$ cat src/rtl/camera_capture.sv
// camera_capture: CMOS camera byte-stream capture (RGB565, high byte first)
// into 16-bit pixel writes toward an async FIFO.
// Optional build macro: CAPTURE_TEST_PATTERN_EN replaces captured pixel data
// with colour bars selected by pixel_x[9:7]; timing, gating and overflow are unchanged.
module camera_capture #(
  parameter int unsigned H_ACTIVE       = 640,
  parameter int unsigned V_ACTIVE       = 480,
  parameter int unsigned STARTUP_FRAMES = 1
) (
  input  logic        clk,
  input  logic        rst,
  input  logic        cmos_vsync,
  input  logic        cmos_href,
  input  logic [7:0]  cmos_data,
  input  logic        full_fifo,
  output logic        wr_en,
  output logic [15:0] dout,
  output logic [11:0] pixel_x,
  output logic [11:0] pixel_y,
  output logic        frame_done,
  output logic        overflow
);

  localparam int unsigned XY_W   = 12;
  localparam int unsigned BYTE_W = 8;
  localparam int unsigned PIX_W  = 16;
  localparam int unsigned CNT_W  = (STARTUP_FRAMES < 2) ? 1 : $clog2(STARTUP_FRAMES + 1);
  localparam logic [XY_W-1:0] XY_MAX = '1;

`ifdef CAPTURE_TEST_PATTERN_EN
  localparam bit TEST_PATTERN = 1'b1;
`else
  localparam bit TEST_PATTERN = 1'b0;
`endif

  typedef enum logic [1:0] {
    STARTUP = 2'd0,
    WAIT_VS = 2'd1,
    CAPTURE = 2'd2
  } state_t;

  state_t            state, state_d;
  logic              vs_q, hr_q;
  logic              phase, phase_d;
  logic [BYTE_W-1:0] hi, hi_d;
  logic [CNT_W-1:0]  cnt, cnt_d;
  logic [XY_W-1:0]   x_d, y_d;
  logic [PIX_W-1:0]  dout_d;
  logic              wr_en_d, frame_done_d, overflow_d;
  logic              vs_rise, vs_fall, hr_fall;
  logic              in_window;

  // Colour-bar value for a given bar index.
  function automatic logic [PIX_W-1:0] bar_color(input logic [2:0] bar);
    logic [PIX_W-1:0] c;
    case (bar)
      3'd0:    c = 16'hF800;
      3'd1:    c = 16'h07E0;
      3'd2:    c = 16'h001F;
      3'd3:    c = 16'hFFFF;
      3'd4:    c = 16'h0000;
      3'd5:    c = 16'hFFE0;
      3'd6:    c = 16'h07FF;
      default: c = 16'hF81F;
    endcase
    return c;
  endfunction

  // Sync-signal edges against the one-stage registered copies.
  assign vs_rise = cmos_vsync & ~vs_q;
  assign vs_fall = ~cmos_vsync & vs_q;
  assign hr_fall = ~cmos_href & hr_q;

  // Active window check for the pixel completing this cycle.
  assign in_window = (32'(pixel_x) < H_ACTIVE) && (32'(pixel_y) < V_ACTIVE);

  // Next-state and next-output logic.
  always_comb begin
    state_d      = state;
    cnt_d        = cnt;
    phase_d      = phase;
    hi_d         = hi;
    x_d          = pixel_x;
    y_d          = pixel_y;
    wr_en_d      = 1'b0;
    dout_d       = dout;
    frame_done_d = 1'b0;
    overflow_d   = overflow;

    case (state)
      STARTUP: begin
        if (STARTUP_FRAMES == 0) begin
          state_d = WAIT_VS;
        end else if (vs_rise) begin
          cnt_d = cnt + CNT_W'(1);
          if (32'(cnt) + 32'd1 >= STARTUP_FRAMES) begin
            state_d = WAIT_VS;
          end
        end
      end

      WAIT_VS: begin
        if (vs_fall) begin
          state_d = CAPTURE;
          x_d     = '0;
          y_d     = '0;
          phase_d = 1'b0;
        end
      end

      CAPTURE: begin
        if (vs_rise) begin
          // End of frame wins over any byte on the bus; partial pixel dropped.
          frame_done_d = 1'b1;
          phase_d      = 1'b0;
          state_d      = WAIT_VS;
        end else if (hr_fall) begin
          x_d     = '0;
          phase_d = 1'b0;
          y_d     = (pixel_y == XY_MAX) ? pixel_y : pixel_y + XY_W'(1);
        end else if (cmos_href) begin
          if (!phase) begin
            hi_d    = cmos_data;
            phase_d = 1'b1;
          end else begin
            phase_d = 1'b0;
            if (in_window) begin
              if (full_fifo) begin
                overflow_d = 1'b1;
              end else begin
                wr_en_d = 1'b1;
                dout_d  = TEST_PATTERN ? bar_color(pixel_x[9:7]) : {hi, cmos_data};
              end
            end
            x_d = (pixel_x == XY_MAX) ? pixel_x : pixel_x + XY_W'(1);
          end
        end
      end

      default: begin
        state_d = STARTUP;
      end
    endcase
  end

  // State, counters and registered outputs with synchronous reset.
  always_ff @(posedge clk) begin
    if (rst) begin
      state      <= STARTUP;
      vs_q       <= 1'b0;
      hr_q       <= 1'b0;
      phase      <= 1'b0;
      hi         <= '0;
      cnt        <= '0;
      pixel_x    <= '0;
      pixel_y    <= '0;
      wr_en      <= 1'b0;
      dout       <= '0;
      frame_done <= 1'b0;
      overflow   <= 1'b0;
    end else begin
      state      <= state_d;
      vs_q       <= cmos_vsync;
      hr_q       <= cmos_href;
      phase      <= phase_d;
      hi         <= hi_d;
      cnt        <= cnt_d;
      pixel_x    <= x_d;
      pixel_y    <= y_d;
      wr_en      <= wr_en_d;
      dout       <= dout_d;
      frame_done <= frame_done_d;
      overflow   <= overflow_d;
    end
  end

endmodule

$ cat config.mk
export PLATFORM = sky130hd
export DESIGN_NAME = camera_capture
export DESIGN_NICKNAME = d
export VERILOG_FILES = /design/src/rtl/camera_capture.sv
export SDC_FILE = /design/constraint.sdc
export NUM_CORES = 1
export LEC_CHECK = 0
export BUFFER_PORTS_ARGS = -buffer_cell sky130_fd_sc_hd__clkbuf_2
export CORE_ASPECT_RATIO = 1.25
export CORE_MARGIN = 2
export CORE_UTILIZATION = 54
export CTS_CLUSTER_DIAMETER = 200
export CTS_CLUSTER_SIZE = 28
export DETAILED_ROUTE_END_ITERATION = 16
export GPL_TIMING_DRIVEN = 0
export PLACE_DENSITY_LB_ADDON = 0.25
export SLEW_MARGIN = 10
export SYNTH_ARGS = -nofsm -noshare
export SYNTH_HDL_FRONTEND = slang
export SYNTH_SLANG_ARGS = --single-unit
export TNS_END_PERCENT = 10
$ cat constraint.sdc
create_clock -name clk -period 3 [get_ports clk]
set_input_delay 0.6 -clock clk [delete_from_list [all_inputs] [get_ports clk]]
set_output_delay 0.6 -clock clk [all_outputs]
set_load 0.1 [all_outputs]
==> results.txt, run 1 <==
----------------------------------------------------
[Critical path]
  Crit Path Class ... flip-flop to flip-flop
  Cell-by-cell listing of the critical path ... ha_1, and4_1, a31oi_1, nand2_1, or4_1, a31oi_1
  Startpoint of the worst register-to-register path ... pixel_x[0]
  Depth of the most critical reg-to-reg path ... 6
  Worst Path Required ... 3250 ps
  Number of gates on the worst path with buffers counted ... 6
  CP Capture Type ... flip-flop
  Setup slack of the most critical reg-to-reg path ... between 500 and 600 ps
  Worst setup path startpoint ... pixel_x[0]
  Nature of the critical path startpoint ... flip-flop
  Crit path DAT ... 2720 ps
  Top Family by Delay on Critical Path ... simple AND/OR/NAND/NOR gates
  Critical Path Max Stage Delay ... 560 ps
  Cell type of the slowest stage on the worst timing path ... or4_1
  Most numerous cell on the critical path ... a31oi_1
  Crit path max fanout ... 8
  Capture point of the critical path ... pixel_x[9]
  Worst Path Buf+Inv ... 0
  Reg-to-Reg End ... pixel_x[9]

[Clocking]
  TritonCTS clock tree ... yes
  Number of buffers created by CTS ... 5
  Hold buffer count at CTS ... 0
  H-tree Lvls ... 2
  Root buf cell ... clkbuf_8
  Clock transition time at the flip-flop clock pins of the worst setup and hold paths ... roughly 100 ps
  Resized Gates After CTS ... 0
  Clock Tree Buf Depth ... 2
  Clock latency on the worst-skew pair ... approximately 310 ps
  Post-CTS Setup Inserts ... 0
  Clock sink total ... 56

[Power and ir drop]
  Seq pwr share ... ~57%
  Share of total power consumed by net switching ... 22.8%
  Int Pwr ... ~0.0010 W
  Gate power share ... 5.3%
  Total chip power ... roughly 0.0013 W
  Sw Pwr ... 0.000301 W
  Leakage component of the power ... between 1 and 1.5 nW
  Worst voltage drop across the vdd grid ... 0.340 mV
  Pwr per Cell Area ... approximately 420 nW/um^2
  Clock network fraction of design power ... 37.8%

[Yosys]
  Sequential-to-total area share from yosys stat ... between 40% and 50%
  Mapped cell area ... approximately 2700 sq um
  Number of storage elements in the synthesis netlist ... 56
  Synthesized netlist net count ... 329
  Yosys synthesis warning count ... 0
  Post-Syn Area per Cell ... around 8.6 sq um
  Cells after Synth ... between 300 and 400
  Synth unique cells ... 47

[Global routing]
  GRT Util Overall ... about a quarter
  GR Util met3 ... under 10%
  Routing usage on met1 ... between 20% and 30%
  Global routing's busiest layer ... met2
  Via count of the first global-routing pass ... between 2k and 2.5k
  Antenna violations before repair ... 0
  Maximum number of pins on one net before global-route repair ... 17
  Global-route wire length before repair ... 10400 um
  Aggregate global routing overflow ... 0
  Routing usage on met2 ... a little over two fifths

[Floorplan]
  Site Rows ... 28
  Count of boundary I/O pins ... 56
  Vertical die dimension ... slightly above 80 um
  Effective utilization at floorplan ... 56.2%
  Placeable core region ... 4760 sq um
  Die area ... roughly 5500 sq um
  Die Width ... around 67 um

[Outcome]
  Status ... complete, no violations

[Timing]
  Shortest period the worst path allows ... ~2500 ps
  Max-slew headroom at the worst pin ... a little over two fifths
  Setup-failing EPs final ... 0
  Part of the cycle the worst path needs ... 82.5%
  Max Freq ... between 0.4 and 0.5 GHz
  Final number of max-transition violations ... 0
  Final number of hold-violating endpoints ... 0
  Final worst clock skew ... approximately 6.1 ps
  Transition time at the pin with the least slew margin ... ~850 ps
  RSZ-0062 raised after global routing ... no
  Fin Setup TNS ... 0 ps

[Place]
  Port bufs ... 55
  Area post-placement ... just over 3000 sq um
  Gpl congestion ... between 0.9 and 1
  HPWL Detailed ... between 4000 and 5000 um

[Routing]
  Post-detailed-route count of antenna-violating nets ... 0
  Vias/cell ... between 5 and 6
  Remaining DRCs ... 0
  Wire length per cell ... ~15 um
  Drt pass-1 iters ... 4
  Violation count after the first detailed-routing iteration ... ~150
  Vias after detailed routing ... 2547
  Routed WL ... about 6500 um

[Run]
  Max_cap viols ... 0

[Finish]
  Final-stage net count ... between 300 and 400
  Area growth from synthesis to layout ... 17.1%
  Post-route design area ... roughly 3100 sq um
  Antenna Cells ... 0
  Area of the multi-input gates ... 1460 sq um
  Reg area ... 1120 sq um
  Fill cell count ... around 440
  Share of final-layout standard cells stronger than drive strength 1 ... around a quarter

[Hold path]
  Class of the tightest hold or removal check ... flip-flop to flip-flop

----------------------------------------------------
placed cells by master (no fill, tap or decap), types with 3 or more instances in the layout:
cell / n
nor2_1: 20
a21boi_0: 3
nand2_2: 10
inv_1: 4
clkbuf_1: 11
nor3_1: 6
a21oi_2: 10
clkbuf_2: 55
dfxtp_1: 56
and3_1: 9
or4_1: 9
o21ai_0: 16
mux2i_1: 9
nand2_1: 36
nand2b_1: 8
o211ai_1: 5
nand3_1: 12
clkbuf_8: 5
a21oi_1: 26
nor2b_1: 6
nand3b_1: 4
a31oi_1: 5
a311oi_1: 6
ha_1: 6
nand4_1: 4
cell families (layout without fill, tap and decap cells):
kind of cell / after synthesis / in the layout / synth area share, %
flops: 56 / 56 / 41.9
simple gates: 137 / 137 / 27.9
fa+ha+maj: 6 / 6 / 2.80
compound gates: 82 / 82 / 20.0
mux: 10 / 10 / 3.79
buf+inv: 19 / 82 / 3.65
metrics by stage:
step | hold slack [ps] | worst slack [ps] | utilization (%) | std cells
after global placement | 442 | 462 | 63.5 | 425
after floorplan | 436 | 229 | - | 310
final | 458 | 526 | 65.8 | 433
after detailed placement | 446 | 451 | 63.5 | 425
after CTS | 460 | 554 | 65.8 | 433
after global routing | 480 | 358 | 65.8 | 433
synth_stat cells (all sizes together):
cell,number,share of area [%]
a211oi,1,0.28
a31oi,5,1.2
clkbuf,10,1.4
a21bo,1,0.37
a41oi,2,0.65
nand3,12,2.2
nor2b,6,1.4
nand3b,4,1.1
nor2,20,2.8
mux2i,9,3.4
dfxtp,56,42
a22oi,2,0.56
o211ai,5,1.4
inv,4,0.56
ha,6,2.8
nand4,4,0.93
a21o,1,0.28
or4,10,2.9
nor3b,1,0.28
o21ba,1,0.37
nand4b,1,0.33
nor4,3,1.3
nand2,46,7.4
nand2b,8,1.9
a21oi,36,8.1
a21boi,3,0.84
o21a,1,0.28
buf,5,1.7
a22o,1,0.33
a32o,1,0.37
and2,2,0.47
o21ai,16,3.0
mux2,1,0.42
or3,3,0.89
a311oi,6,2.0
nor3,6,1.1
and3,9,2.1
and4,2,0.70
layer usage:
metal	share of wire (%)	vias to the layer above	wire (um)
met1	43	1214	2800
met2	50	72	3260
met5	0	-	0
met3	4.8	8	313
met4	1.9	0	122
li1	-	1253	-
state kept, by name, summed over array words and instances, names as in the netlist:
name / flops
wr_en: 1
state: 2
hr_q: 1
vs_q: 1
frame_done: 1
overflow: 1
hi: 8
pixel_y: 12
phase: 1
pixel_x: 12
dout: 16
worst min path at each step:
stage,from,to,depth (start not counted)
after floorplan,hi[2],dout[10],2
after global placement,dout[6],dout[6],2
after detailed placement,dout[13],dout[13],2
after CTS,dout[13],dout[13],2
after global routing,dout[0],dout[0],2
final,dout[13],dout[13],2
power groups by stage:
stage	combinational [W]	clock [W]	sequential (W)
finish	0.0000697	0.000499	0.000750
detailed placement	0.0000688	0	0.000767
global route	0.0000765	0.000524	0.000751
global placement	0.0000674	0	0.000767
floorplan	0.0000428	0	0.000767
CTS	0.0000691	0.000501	0.000750
worst reg2reg max path: stages (launching register included):
cell and delay [ps]:
dfxtp_1 360, ha_1 290, and4_1 240, a31oi_1 500, nand2_1 300, or4_1 560
a31oi_1 160
area by class of cell:
| class | count | area share (%) |
|---|---|---|
| Tap cell | 60 | 2.40 |
| Sequential cell | 56 | 35.8 |
| Clock buffer | 6 | 2.32 |
| Timing Repair Buffer | 55 | 8.78 |
| Inverter | 4 | 0.479 |
| Clock inverter | 2 | 1.12 |
| Multi-Input combinational cell | 235 | 46.5 |
| Buffer | 15 | 2.63 |
No activity file was read; power rests on OpenSTA's default activity.
==> run 2: changes to the inputs <==
--- a/config.mk
+++ b/config.mk
@@ -5,10 +5,11 @@
 export SDC_FILE = /design/constraint.sdc
 export NUM_CORES = 1
 export LEC_CHECK = 0
+export ABC_AREA = 1
 export BUFFER_PORTS_ARGS = -buffer_cell sky130_fd_sc_hd__clkbuf_2
 export CORE_ASPECT_RATIO = 1.25
 export CORE_MARGIN = 2
-export CORE_UTILIZATION = 54
+export CORE_UTILIZATION = 55
 export CTS_CLUSTER_DIAMETER = 200
 export CTS_CLUSTER_SIZE = 28
 export DETAILED_ROUTE_END_ITERATION = 16
==> constraint.sdc (replaced) <==
create_clock -name clk -period 2.4 [get_ports clk]
set_input_delay 0.48 -clock clk [delete_from_list [all_inputs] [get_ports clk]]
set_output_delay 0.48 -clock clk [all_outputs]
set_load 0.1 [all_outputs]
==> run 2 against run 1 <==
Effect of this change: synthesized area grew 7.9%; register-to-register slack worse by 110 ps; maximum frequency up 25%; total power increased by 120%; sequential power up 47%; via count grew 14%; critical path type unchanged; critical endpoint is now pixel_y[4]; largest power group is now combinational cells.
==> results.txt, run 2 <==
----------------------------------------------------
[Outcome]
  Status ... complete, no violations

[Critical path]
  Setup slack of the most critical reg-to-reg path ... 420 ps (-110 ps)
  Crit path DAT ... 2210 ps (-510 ps)
  Worst Path Required ... 2630 ps (-620 ps)
  CP Capture Type ... flip-flop
  Depth of the most critical reg-to-reg path ... 11 (+5)
  Startpoint of the worst register-to-register path ... state[0]
  Crit Path Class ... flip-flop to flip-flop
  Nature of the critical path startpoint ... flip-flop
  Reg-to-Reg End ... pixel_y[4]
  Crit path max fanout ... 10 (+2)

[Finish]
  Most common cell after layout, fill and taps aside ... nand2_1
  Leading cell types in the layout, fill and taps excluded ... nand2_1, nor2_1, inv_1
  Post-route design area ... 3330 sq um (+6.2%)
  Antenna Cells ... 0 (unchanged)
  Share of final-layout standard cells stronger than drive strength 1 ... 15.7% (-9.3 points)
  Number of flip-flops under the largest register name ... 16 (unchanged)
  Area growth from synthesis to layout ... 15.3%
  Largest registers ranked by flip-flop count ... dout x16, pixel_x x12, pixel_y x12
  Final Instance Count excl. Fillers ... 579 (+34%)
  Fill cell count ... 476 (+8.4%)
  Final-stage net count ... 535 (+37%)
  Largest register by flop count ... dout

[Yosys]
  Yosys synthesis warning count ... 0 (unchanged)
  Sequential-to-total area share from yosys stat ... 38.8% (-3.1 points)
  Most instantiated library cell after synthesis ... nand2_1
  Count of flip-flops with a built-in enable after synthesis ... 0 (unchanged)
  Synth unique cells ... 30 (-36%)
  Number of storage elements in the synthesis netlist ... 56 (unchanged)
  Async set-reset flop share out of synthesis ... 0% (unchanged)
  Synthesized netlist net count ... 473 (+44%)
  Cells after Synth ... 454 (+46%)
  Top FF cell, synth ... dfxtp_1
  Post-synth top area cell ... dfxtp_1
  Fraction of synthesized cell area taken by the top area cell type ... 38.8% (-3.1 points)
  Post-Syn Area per Cell ... 6.36 sq um (-26%)
  Mapped cell area ... 2890 sq um (+7.9%)
  Most frequent cells after synthesis ... nand2_1, nor2_1, inv_1
  Synth top area cells ... dfxtp_1, nand2_1, nor2_1

[Clocking]
  TritonCTS clock tree ... yes
  Post-CTS Setup Inserts ... 0 (unchanged)
  Clock transition time at the flip-flop clock pins of the worst setup and hold paths ... 100 ps (about the same)
  Root buf cell ... clkbuf_8
  Resized Gates After CTS ... 0 (unchanged)
  H-tree Lvls ... 2 (unchanged)
  Clock Tree Buf Depth ... 2 (unchanged)
  Number of buffers created by CTS ... 5 (unchanged)
  Clock latency on the worst-skew pair ... 320 ps (about the same)
  Hold buffer count at CTS ... 0 (unchanged)
  Clock sink total ... 56 (unchanged)

[Routing]
  Vias/cell ... 5.00 (-15%)
  Vias after detailed routing ... 2893 (+14%)
  Remaining DRCs ... 0 (unchanged)
  Wire length per cell ... 11.7 um (-22%)
  Drt pass-1 iters ... 4 (unchanged)
  Violation count after the first detailed-routing iteration ... 98 (-33%)
  Routed WL ... 6780 um (+4.3%)
  Post-detailed-route count of antenna-violating nets ... 0 (unchanged)

[Global routing]
  Aggregate global routing overflow ... 0 (unchanged)
  GRT Util Overall ... 24.0% (-0.52 points)
  Maximum number of pins on one net before global-route repair ... 18 (+1)
  Via count of the first global-routing pass ... 2523 (+12%)
  Global-route wire length before repair ... 10900 um (+4.4%)
  Antenna violations before repair ... 0 (unchanged)

[Place]
  HPWL Detailed ... 4890 um (+6.4%)
  Area post-placement ... 3240 sq um (+7.1%)
  Post-placement cell count ... 571 (+34%)
  Port bufs ... 55 (unchanged)
  Gpl congestion ... 0.835 (-9.7%)

[Timing]
  Part of the cycle the worst path needs ... 82.7% (+0.18 points)
  Final number of max-transition violations ... 0 (unchanged)
  Final worst clock skew ... 7.15 ps (+1.08 ps)
  Fin Setup TNS ... 0 ps (unchanged)
  RSZ-0062 raised after global routing ... no
  Max-slew headroom at the worst pin ... 62.6% (+19 points)
  Transition time at the pin with the least slew margin ... 564 ps (-287 ps)
  Max Freq ... 0.504 GHz (+25%)
  Shortest period the worst path allows ... 1980 ps (-490 ps)
  Setup-failing EPs final ... 0 (unchanged)
  Final number of hold-violating endpoints ... 0 (unchanged)
  Fin Hold WS ... 403 ps (-55.3 ps)

[Floorplan]
  Site Rows ... 29 (+3.6%)
  Vertical die dimension ... 85.0 um (+2.8%)
  Placeable core region ... 5080 sq um (+6.6%)
  Count of boundary I/O pins ... 56 (unchanged)
  Die area ... 5850 sq um (+5.6%)
  Die Width ... 68.8 um (+2.8%)
  Effective utilization at floorplan ... 56.8% (+0.68 points)

[Hold path]
  Class of the tightest hold or removal check ... input port to flip-flop
  Hold_sp ... cmos_data[1]
  Number of cells on the worst hold path ... 3 (+1)
  Endpoint of the worst hold path ... dout[1]

[Power and ir drop]
  Leakage component of the power ... 1.63 nW (+36%)
  Pwr per Cell Area ... 857 nW/um^2 (+100%)
  Gate power share ... 42.6% (+37 points)
  Sw Pwr ... 0.00133 W (+340%)
  Clock network fraction of design power ... 18.8% (-19 points)
  Total chip power ... 0.00285 W (+120%)
  Share of total power consumed by net switching ... 46.5% (+24 points)
  Seq pwr share ... 38.7% (-18 points)
  Int Pwr ... 0.00153 W (+50%)
  Worst voltage drop across the vdd grid ... 0.421 mV (+24%)

[Run]
  Max_cap viols ... 0 (unchanged)

----------------------------------------------------
-- run 2: worst max-delay path by stage --
stage / startpoint / to / slack (ps)
6_report: state[0] / pixel_y[4] / 420
3_5_place_dp: state[0] / pixel_y[10] / 450
4_1_cts: state[0] / pixel_y[10] / 410
3_3_place_gp: state[0] / pixel_y[10] / 480
2_1_floorplan: pixel_x[0] / pixel_x[9] / 100
5_1_grt: state[0] / pixel_y[4] / 170
-- run 2: worst max-delay path, stage by stage, from the launching register on --
cell	delay, ps
dfxtp_1	370
inv_1	90
ha_1	270
buf_4	200
nand3_2	90
nand2_1	80
nor2_1	220
nand2_2	190
nand2_1	180
o21ai_0	110
nand2_1	70
inv_1	30
-- run 2: final cells by class --
cell class / instances / area [sq um] / area share, %
plain buffers: 10 / 65.1 / 1.95
multi-input cells: 324 / 1460 / 43.9
flip-flops and latches: 56 / 1120 / 33.7
clock buffers: 6 / 72.6 / 2.18
clock inverters: 2 / 16.3 / 0.489
repair buffers: 55 / 275 / 8.27
inverters: 64 / 240 / 7.22
well taps: 62 / 77.6 / 2.33
-- run 2: layer usage --
metal / global-route usage, % / share of wire, % / up-vias
li1: - / - / 1516
met1: 29.7 / 44 / 1291
met2: 40.3 / 49 / 75
met3: 4.91 / 5.5 / 11
met4: 9.09 / 1.8 / 0
met5: 0 / 0 / -
-- run 2: metrics by stage --
step | setup WS (ps) | util [%]
final | 416 | 65.5
after global routing | 170 | 65.5
after global placement | 476 | 63.8
after CTS | 414 | 65.5
after floorplan | 102 | -
after detailed placement | 447 | 63.8
-- run 2: cells by family (layout without fill, tap and decap cells) --
group                    after synthesis  in the layout  share of synthesized area [%]
XOR/XNOR                               1              1                          0.303
flip-flops                            56             56                           38.8
AND/OR/NAND/NOR                      271            271                           39.3
buffers and inverters                 74            137                           10.6
adder cells (fa/ha/maj)                6              6                           2.60
AO/OA/AOI/OAI                         46             46                           8.36
-- run 2: power groups by stage --
stage / registers [W] / logic, W / clock network [W]
global placement: 0.00112 / 0.00119 / 0
detailed placement: 0.00112 / 0.00121 / 0
CTS: 0.00110 / 0.00121 / 0.000541
floorplan: 0.00145 / 0.000644 / 0
global route: 0.00111 / 0.00134 / 0.000571
finish: 0.00110 / 0.00122 / 0.000536
==> run 3: changes to the inputs <==
--- a/config.mk
+++ b/config.mk
@@ -9,7 +9,7 @@
 export BUFFER_PORTS_ARGS = -buffer_cell sky130_fd_sc_hd__clkbuf_2
 export CORE_ASPECT_RATIO = 1.25
 export CORE_MARGIN = 2
-export CORE_UTILIZATION = 55
+export CORE_UTILIZATION = 50
 export CTS_CLUSTER_DIAMETER = 200
 export CTS_CLUSTER_SIZE = 28
 export DETAILED_ROUTE_END_ITERATION = 16
==> constraint.sdc (replaced) <==
create_clock -name clk -period 1.8 [get_ports clk]
set_input_delay 0.36 -clock clk [delete_from_list [all_inputs] [get_ports clk]]
set_output_delay 0.36 -clock clk [all_outputs]
set_load 0.1 [all_outputs]
==> run 3 against run 2 <==
Effect of this change: clock skew grew 1.6 ps; setup slack lost 300 ps; core utilization shrank 2.5 points; maximum frequency grew 18%; first-iteration DRC count grew 45%; die area grew 9.5%; cell count grew 1.2%; highest routed layer unchanged.
==> results.txt, run 3 (same netlist as run 2, synthesis figures left out) <==
----------------------------------------------------
[Finish]
  Area growth from synthesis to layout ... 20.5%
  Largest registers ranked by flip-flop count ... dout x16, pixel_x x12, pixel_y x12
  Antenna Cells ... 0 (unchanged)
  Largest register by flop count ... dout
  Final Instance Count excl. Fillers ... 586 (+1.2%)
  Share of final-layout standard cells stronger than drive strength 1 ... 22.8% (+7.1 points)
  Most common cell after layout, fill and taps aside ... nand2_1
  Number of flip-flops under the largest register name ... 16 (unchanged)
  Final-stage net count ... 540 (+0.93%)
  Leading cell types in the layout, fill and taps excluded ... nand2_1, nor2_1, inv_1

[Timing]
  Final worst clock skew ... 8.78 ps (+1.64 ps)
  Worst Slack Setup Final ... 112 ps (-304 ps)
  Setup-failing EPs final ... 0 (unchanged)
  Max Freq ... 0.593 GHz (+18%)
  Max-slew headroom at the worst pin ... 63.5% (+0.95 points)
  Final number of max-transition violations ... 0 (unchanged)
  Part of the cycle the worst path needs ... 93.8% (+11 points)
  Final number of hold-violating endpoints ... 0 (unchanged)
  Shortest period the worst path allows ... 1690 ps (-296 ps)
  Transition time at the pin with the least slew margin ... 547 ps (-16.7 ps)

[Critical path]
  Capture point of the critical path ... pixel_y[2]
  Worst setup path startpoint ... state[0]
  Crit Path Class ... flip-flop to flip-flop
  Setup slack of the most critical reg-to-reg path ... 110 ps (-300 ps)
  Nature of the critical path startpoint ... flip-flop
  Crit path DAT ... 1920 ps (-290 ps)
  Startpoint of the worst register-to-register path ... state[0]
  CP Capture Type ... flip-flop
  Reg-to-Reg End ... pixel_y[2]
  Crit path max fanout ... 10 (unchanged)
  Worst Path Required ... 2040 ps (-590 ps)
  Depth of the most critical reg-to-reg path ... 10 (-1)

[Clocking]
  H-tree Lvls ... 2 (unchanged)
  TritonCTS clock tree ... yes
  Clock latency on the worst-skew pair ... 320 ps (about the same)
  Clock transition time at the flip-flop clock pins of the worst setup and hold paths ... 110 ps (about the same)
  Clock Tree Buf Depth ... 2 (unchanged)
  Root buf cell ... clkbuf_8
  Clock sink total ... 56 (unchanged)
  Number of buffers created by CTS ... 5 (unchanged)

[Routing]
  Post-detailed-route count of antenna-violating nets ... 0 (unchanged)
  Vias after detailed routing ... 2947 (+1.9%)
  Remaining DRCs ... 0 (unchanged)
  Vias/cell ... 5.03 (+0.65%)
  Routed WL ... 6920 um (+2.1%)
  Wire length per cell ... 11.8 um (+0.88%)
  Violation count after the first detailed-routing iteration ... 142 (+45%)
  Drt pass-1 iters ... 4 (unchanged)

[Global routing]
  Maximum number of pins on one net before global-route repair ... 20 (+2)
  Antenna violations before repair ... 0 (unchanged)
  Via count of the first global-routing pass ... 2638 (+4.6%)
  Aggregate global routing overflow ... 0 (unchanged)
  GRT Util Overall ... 22.0% (-2.0 points)
  Global-route wire length before repair ... 11300 um (+4.0%)

[Place]
  Gpl congestion ... 0.842 (+0.77%)
  Post-place setup slack ... -170 ps (-617 ps)
  HPWL Detailed ... 4980 um (+1.8%)
  Post-placement cell count ... 573 (+0.35%)
  Port bufs ... 55 (unchanged)

[Power and ir drop]
  Pwr per Cell Area ... 1170 nW/um^2 (+37%)
  Worst voltage drop across the vdd grid ... 0.613 mV (+46%)
  Leakage component of the power ... 1.71 nW (+5.0%)

[Hold path]
  Hold_sp ... cmos_data[3]
  Class of the tightest hold or removal check ... input port to flip-flop

[Floorplan]
  Vertical die dimension ... 89.0 um (+4.6%)
  Die area ... 6400 sq um (+9.5%)
  Effective utilization at floorplan ... 52.3% (-4.5 points)
  Site Rows ... 30 (+3.4%)
  Count of boundary I/O pins ... 56 (unchanged)
  Die Width ... 72.0 um (+4.6%)
  Placeable core region ... 5520 sq um (+8.6%)

[Outcome]
  Status ... complete, no violations

[Run]
  Max_cap viols ... 0 (unchanged)

----------------------------------------------------
## run 3: cell types whose count changed in the layout (fill, tap and decap cells not counted), moves of 3 or more
cell     change
dfxtp_1     -26
dfxtp_2     +22
buf_4        +4
dfxtp_4      +4
nor2_1       -3
nor2_4       +3
o21ai_0      -3
o21ai_1      +3
## run 3: worst min-delay path by stage
stage          cells past startpoint        to  slack [ps]
3_5_place_dp                       2  overflow         450
5_1_grt                            2     phase         300
4_1_cts                            3   dout[3]         270
2_1_floorplan                      1     phase         440
3_3_place_gp                       2  overflow         440
6_report                           3   dout[3]         280
## run 3: timing repair
item | CTS | global route
gates resized for setup | 9 | 13
setup endpoints to repair | 38 | 45
buffers inserted | 1 | 4
hold endpoints to repair | 0 | 0
hold buffers | 0 | 0
pin swaps | 1 | 2
## run 3: worst max-delay path: stages, from the launching register on
cell	delay, ps
dfxtp_2	370
inv_2	70
ha_4	180
buf_6	140
nand3_2	90
nand2_1	110
inv_1	80
nand2_1	90
nor2_4	200
nand3_1	120
a21oi_1	170
## run 3: report_power, final
group	leakage [nW]	internal (W)	total, W	switching (W)
Combinational	1.19	0.000536	0.00184	0.00130
Sequential	0.467	0.00138	0.00151	0.000125
Clock	0.0491	0.000288	0.000742	0.000454
## run 3: per-layer routing
metal | wire length (um) | GRT usage (%)
met5 | 0 | 0
met2 | 3530 | 39.7
met4 | 125 | 7.72
met1 | 2940 | 26.6
met3 | 323 | 3.49
## run 3: through the flow
step           TNS, ps  instance area, sq um  hold slack [ps]  total power [W]  util [%]
4_1_cts              0                  3420              269          0.00397      61.9
6_report             0                  3480              278          0.00409      63.1
2_1_floorplan        0                  2930              438          0.00281         -
3_5_place_dp     -2770                  3280              453          0.00313      59.5
5_1_grt         -0.573                  3480              295          0.00432      63.1
3_3_place_gp     -1600                  3280              440          0.00311      59.5
## run 3: layout make-up
| type | instances | area [sq um] |
|---|---|---|
| plain buffers | 10 | 75.1 |
| clock buffers | 5 | 68.8 |
| clock inverters | 3 | 26.3 |
| fillers | 537 | 2040 |
| inverters | 64 | 240 |
| multi-input cells | 324 | 1510 |
| flip-flops and latches | 56 | 1160 |
| well taps | 64 | 80.1 |
| repair buffers | 60 | 313 |
